==> config.mk <==
export PLATFORM = sky130hd
export DESIGN_NAME = dac_sample_arbiter
export DESIGN_NICKNAME = d
export VERILOG_FILES = /design/src/rtl/dac_sample_arbiter.sv
export SDC_FILE = /design/constraint.sdc
export NUM_CORES = 1
export LEC_CHECK = 0
export CORE_AREA = 2 2 67 53
export DETAILED_ROUTE_END_ITERATION = 7
export DIE_AREA = 0 0 69 55
export PLACE_DENSITY = 0.75
export SYNTH_ARGS = -nofsm -noshare
export SYNTH_HDL_FRONTEND = slang
export SYNTH_SLANG_ARGS = --single-unit
==> constraint.sdc <==
create_clock -name clk -period 1.6 [get_ports clk]
set_input_delay 0.24 -clock clk [delete_from_list [all_inputs] [get_ports clk]]
set_output_delay 0.24 -clock clk [all_outputs]
set_load 0.02 [all_outputs]
==> src/rtl/dac_sample_arbiter.sv <==
// dac_sample_arbiter: shares one PWM DAC among NREQ requesters, arbitrating round-robin only at frame boundaries
//   clk       : system clock, rising edge
//   rst       : synchronous active-low reset
//   frame_end : one-cycle pulse at each PWM period boundary (DAC counter carry-out)
//   req       : per-requester request level, held until acked
//   data      : flattened samples, requester i at [i*WIDTH +: WIDTH]
//   ack       : one-hot, one-cycle pulse when a requester's sample is accepted
//   dac_data  : sample presented to the DAC (IDLE_LEVEL when no grant)
//   grant_id  : index of the current owner, 0 when idle
//   busy      : high while a grant is being held
module dac_sample_arbiter #(
    parameter int               NREQ        = 4,
    parameter int               WIDTH       = 8,
    parameter int               HOLD_FRAMES = 4,
    parameter logic [WIDTH-1:0] IDLE_LEVEL  = '0
) (
    input  logic                    clk,
    input  logic                    rst,
    input  logic                    frame_end,
    input  logic [NREQ-1:0]         req,
    input  logic [NREQ*WIDTH-1:0]   data,
    output logic [NREQ-1:0]         ack,
    output logic [WIDTH-1:0]        dac_data,
    output logic [$clog2(NREQ)-1:0] grant_id,
    output logic                    busy
);
    localparam int IW = $clog2(NREQ);
    localparam int CW = $clog2(HOLD_FRAMES + 1);
    typedef enum logic {IDLE, HOLD} state_t;
    state_t          state_q, state_d;
    logic [IW-1:0]   ptr_q, ptr_d, gid_q, gid_d, win, idx;
    logic [CW-1:0]   cnt_q, cnt_d;
    logic [NREQ-1:0] ack_q, ack_d;
    logic [WIDTH-1:0] dac_q, dac_d;
    logic            busy_q, busy_d, found, arb;
    // the last frame of a hold is the one where the count reaches HOLD_FRAMES-1
    assign arb = frame_end && (state_q == IDLE || cnt_q == CW'(HOLD_FRAMES - 1));
    // first set request at or after the pointer, wrapping
    always_comb begin
        found = 1'b0;
        win   = '0;
        idx   = '0;
        for (int k = 0; k < NREQ; k++) begin
            idx = IW'((int'(ptr_q) + k) % NREQ);
            if (!found && req[idx]) begin
                found = 1'b1;
                win   = idx;
            end
        end
    end
    always_ff @(posedge clk) begin
        if (!rst) begin
            state_q <= IDLE;
            ptr_q   <= '0;
            cnt_q   <= '0;
            ack_q   <= '0;
            dac_q   <= IDLE_LEVEL;
            gid_q   <= '0;
            busy_q  <= 1'b0;
        end else begin
            state_q <= state_d;
            ptr_q   <= ptr_d;
            cnt_q   <= cnt_d;
            ack_q   <= ack_d;
            dac_q   <= dac_d;
            gid_q   <= gid_d;
            busy_q  <= busy_d;
        end
    end
    always_comb begin
        state_d = arb ? (found ? HOLD : IDLE) : state_q;
        ptr_d   = (arb && found) ? IW'((int'(win) + 1) % NREQ) : ptr_q;
        cnt_d   = arb ? '0 : (frame_end ? cnt_q + 1'b1 : cnt_q);
    end
    always_comb begin
        ack_d  = (arb && found) ? NREQ'(1) << win : '0;
        dac_d  = arb ? (found ? data[int'(win)*WIDTH +: WIDTH] : IDLE_LEVEL) : dac_q;
        gid_d  = arb ? (found ? win : '0) : gid_q;
        busy_d = arb ? found : busy_q;
    end
    assign ack      = ack_q;
    assign dac_data = dac_q;
    assign grant_id = gid_q;
    assign busy     = busy_q;
endmodule

-- Word-level counts from Yosys, hierarchy flattened
Cells that the tools add are included.
- flip-flop bits (word level): 21
- bits of input ports: 39
- output and inout port bits: 15
- word-level logic and storage cells: 51
- $add $sub $neg: 5
- magnitude comparators: 4
- eq/ne operators: 1
- shift operators: 2
- muxes and demuxes: 19
- bitwise gates (word level): 2
- reductions and logical operators: 11
- operators by type and width (cell ; number):
    indexed part select 32 x 6 -> 8 bit ; 1
    < comparator 2 x 3 -> 1 bit, second input constant ; 4
    2-to-1 mux 2 bit ; 5
    2-to-1 mux 1 bit ; 9
    binary-select mux 1 bit (select 2 bit) ; 4
    2-to-1 mux 8 bit ; 1
    logical AND 1 bit ; 5
    adder 2 x 1 -> 2 bit, second input constant ; 2
    adder 2 bit, second input constant ; 2
    << shifter 1 x 2 -> 4 bit, first input constant ; 1
    adder 3 x 1 -> 3 bit, second input constant ; 1
    equality test 3 x 2 -> 1 bit, second input constant ; 1
    zero test 1 bit ; 3
    inverter 1 bit ; 2
    AND reduction 2 bit ; 1
    OR reduction 2 bit ; 1
    logical OR 1 bit ; 1

-- Longest topological paths before layout
- depth after elaboration: 14
- depth in mapped cells: 7
- gate-level depth less buffers: 6

-- Worst setup path before layout
OpenSTA, ideal clock, no wires.
- kind: reg2reg
- from: reg cnt_q[0]
- to: reg dac_q[0], in the netlist dac_data[0]
- setup time: 80 ps
- arrival time: 1587 ps
- slack: -66 ps
- cell stages (with the launch flop): 8
- cell sequence: dfxtp_1 -> ha_1 -> ha_1 -> o21ai_0 -> and2_1 -> buf_1 -> nand2_1 -> o211ai_1
- cells in the longest elaborated chain, start to end: 3
- ends and longest elaborated chain (what ; RTL line ; text):
    start: declaration ; 32 ; logic [CW-1:0] cnt_q, cnt_d;
    start signal: assignment ; 63 ; cnt_q <= cnt_d;
    equality test 3 x 2 -> 1 bit ; 37 ; assign arb = frame_end && (state_q == IDLE || cnt_q == CW'(HOLD_FRAMES - 1));
    logical OR 1 bit ; 37 ;
    logical AND 1 bit ; 37 ;
    end signal: assignment ; 57 ; dac_q <= IDLE_LEVEL;
    end signal: assignment ; 65 ; dac_q <= dac_d;
    end: declaration ; 34 ; logic [WIDTH-1:0] dac_q, dac_d;
Every way passes these cells.
A chain may end at the register's enable or synchronous reset.

-- Worst setup path in the final report
- from: reg ptr_q[1]
- to: reg dac_q[0], in the netlist dac_data[0]
- cells in the longest elaborated chain, start to end: 14
- elaborated cells on any way between the ends: 27
- classes of those cells: 3 x add/sub; 1 x shift; 17 x mux; 6 x reduce/logical
- ends and longest elaborated chain (what ; RTL line ; text):
    start: declaration ; 31 ; logic [IW-1:0] ptr_q, ptr_d, gid_q, gid_d, win, idx;
    start signal: assignment ; 62 ; ptr_q <= ptr_d;
    branches (longest 13 deep; another with adder 2 x 1 -> 2 bit) ; -- ;
    2-to-1 mux 8 bit (*) ; 77 ; dac_d = arb ? (found ? data[int'(win)*WIDTH +: WIDTH] : IDLE_LEVEL) : dac_q;
Mark *: on every way between the ends. The select of a mux whose other input is x is not followed.

==> metrics.cfg <==
[run]
maxCapViolations=0

[logic_synthesis]
syn_area_per_cell_sq_um=8.75
syn-num-nets=166
synthArstFlopShare_pct=0
netlist_area_sq_um=1090
yosysSeqAreaShare_pct=36.6
yosysWarnings=0
synth_ff_type=dfxtp_1
synth-seq-cells=20
synth_cells=125
synth_edf_count=0
synth_cell_types=35

[clock_tree]
cts_max_path_buffers=2
clock_sinks=20
path_clk_slew_ns=0.07
cts_tree=done
clk_latency_ns=0.25
root_buffer=clkbuf_8
cts_buffers=3
cts_hold_buf=0
cts_max_level=1

[routing]
dr.pass1.iters=4
routedWlPerCell_um=14.9
drcViolationCount=0
ant_nets=0
viasPerCell=5.24
drt_iter0_drc=62
wirelength_um=3350
vias=1179

[timing]
finalSetupViolCount=0
skew_ns=0.00257
post-route-period-util_pct=96.0
hold_viol=0
drv_slew=0
worst_pin_slew_ns=0.363
finalSetupTns_ns=0
rsz0062_at_grt=yes
period_minus_slack_ns=1.54
clock.fmax_mhz=651
max_slew_margin_pct=75.8

[die]
die_area_sq_um=3800
design.core.area_sq_um=3150
pin_count=54
die_x_um=69
die_y_um=55
initial_core_util_pct=34.7
rows=18

[power]
p_int_mw=0.987
seqPwrFrac_pct=40.3
p_leak_nw=0.704
switchingPower_mw=0.433
switching_share_pct=30.5
power_frac_comb_pct=37.2
power.share.clock_pct=22.5
peakVddDrop_mv=0.355
p_per_area_nw_per_um2=765
power_mw=1.42

[worst_hold_path]
hold_class=flop to flop
hold_start=cnt_q[2]$_SDFFE_PP0P_

[global_route]
overflow=0
antenna_found_initial=0
grt_max_degree=12
track_usage_pct=19.2
grt_pass1_vias=1203
grt_pass1_wl_um=5730

[placed_design]
placed_cells=221
io_buffers=53
gp_congestion=0.748
dpl.hpwl_um=2540

[worst_setup_path]
rr_startpoint=ptr_q[1]$_SDFFE_PN0P_
critPathKind=flop to flop
required_ns=1.73
critical_path_arrival_ns=1.66
worst-path-max-fanout=11
startpoint=ptr_q[1]$_SDFFE_PN0P_
end_kind=flop
crit_path_start_kind=flop

[layout]
fin_cells=225
mostFrequentLayoutCells=49 x clkdlybuf4s50_1, 18 x dfxtp_1, 11 x nand2_1
nNetsFinal=228
final_common_cell=clkdlybuf4s50_1
drive_gt1_share_pct=16.8
diodes=0
fillers=285
syn_to_final_growth_pct=69.8

[outcome]
outcome=finished clean

[flip-flops by register name (all words and copies together) (netlist names)]
| name | count |
|---|---|
| ack | 4 |
| state_q | 1 |
| grant_id | 2 |
| dac_data | 8 |
| ptr_q | 2 |
| cnt_q | 3 |
[what timing repair did]
action	4_1_cts	5_1_grt
buffers inserted	0	1
endpoints found under the setup margin	16	10
cloned	0	0
gates resized for setup	15	9
pin swaps	2	1
[per-layer routing]
layer | up-vias | global-route usage (%) | part of all wire, %
met2 | 41 | 35.6 | 50
met1 | 550 | 23.4 | 44
met4 | 0 | 6.86 | 1.5
met3 | 4 | 3.08 | 4.6
li1 | 584 | - | -
met5 | - | 0 | 0
[cell families (layout without fill, tap and decap cells)]
| family | after synthesis | in the layout | synth area share [%] |
|---|---|---|---|
| buffers and inverters | 12 | 72 | 6.41 |
| adders and majority gates | 2 | 2 | 2.29 |
| and+or+nand+nor | 35 | 35 | 15.9 |
| DFF | 20 | 20 | 36.6 |
| AOI/OAI and AO/OA | 44 | 44 | 28.0 |
| muxes | 10 | 10 | 9.15 |
| xor gates and xnor gates | 2 | 2 | 1.60 |
[worst paths after layout]
check / slack, ns / cells past startpoint / endpoint
max reg2reg: 0.06 / 6 / dac_data[0]$_SDFFE_PN0P_
min: 0.48 / 2 / cnt_q[2]$_SDFFE_PP0P_
min reg2reg: 0.48 / 2 / cnt_q[2]$_SDFFE_PP0P_
max: 0.06 / 6 / dac_data[0]$_SDFFE_PN0P_
[critical path, stage by stage (launching register included)]
cell and delay, ns:
dfxtp_4 0.38, nand2b_1 0.20, a21o_1 0.23, buf_12 0.15, nand2_8 0.12, mux2i_1 0.22
o211ai_1 0.11
[metrics by stage]
stage | instance area (sq um) | hold WS [ns] | utilization [%] | worst slack (ns)
after floorplan | 1090 | 0.452 | - | 0.0520
after global placement | 1710 | 0.465 | 54.4 | -0.341
after detailed placement | 1710 | 0.471 | 54.4 | -0.445
after CTS | 1820 | 0.480 | 57.6 | 0.00978
after global routing | 1860 | 0.525 | 58.9 | -0.0456
final | 1860 | 0.480 | 58.9 | 0.0648
[power groups by stage]
stage	Sequential, mW	Combinational, mW	Clock, mW
floorplan	0.613	0.217	0
global placement	0.578	0.466	0
detailed placement	0.578	0.478	0
CTS	0.571	0.510	0.324
global route	0.578	0.575	0.349
finish	0.573	0.528	0.319
[cells in the mapped netlist, drive strengths merged (2+ instances only)]
master | n | area share, %
a21oi | 6 | 2.7
nand2 | 13 | 5.4
o21ai | 12 | 5.5
buf | 7 | 4.7
nor2 | 6 | 2.1
dfxtp | 20 | 37
o211ai | 8 | 5.5
a211o | 8 | 6.4
mux2i | 10 | 9.2
ha | 2 | 2.3
nand3 | 9 | 4.6
inv | 4 | 1.4
o22ai | 2 | 1.7
and2 | 2 | 1.1
nor3 | 2 | 0.92
o21a | 2 | 1.4
[area by class of cell]
cell class              count  area (sq um)  area share, %
clock buffers               3          41.3           2.22
well taps                  40          50.0           2.70
inverters                   4          15.0          0.809
repair buffers             65           636           34.2
multi-input cells          93           709           38.2
flip-flops and latches     20           405           21.8
Power figures use the tool's default switching activity.
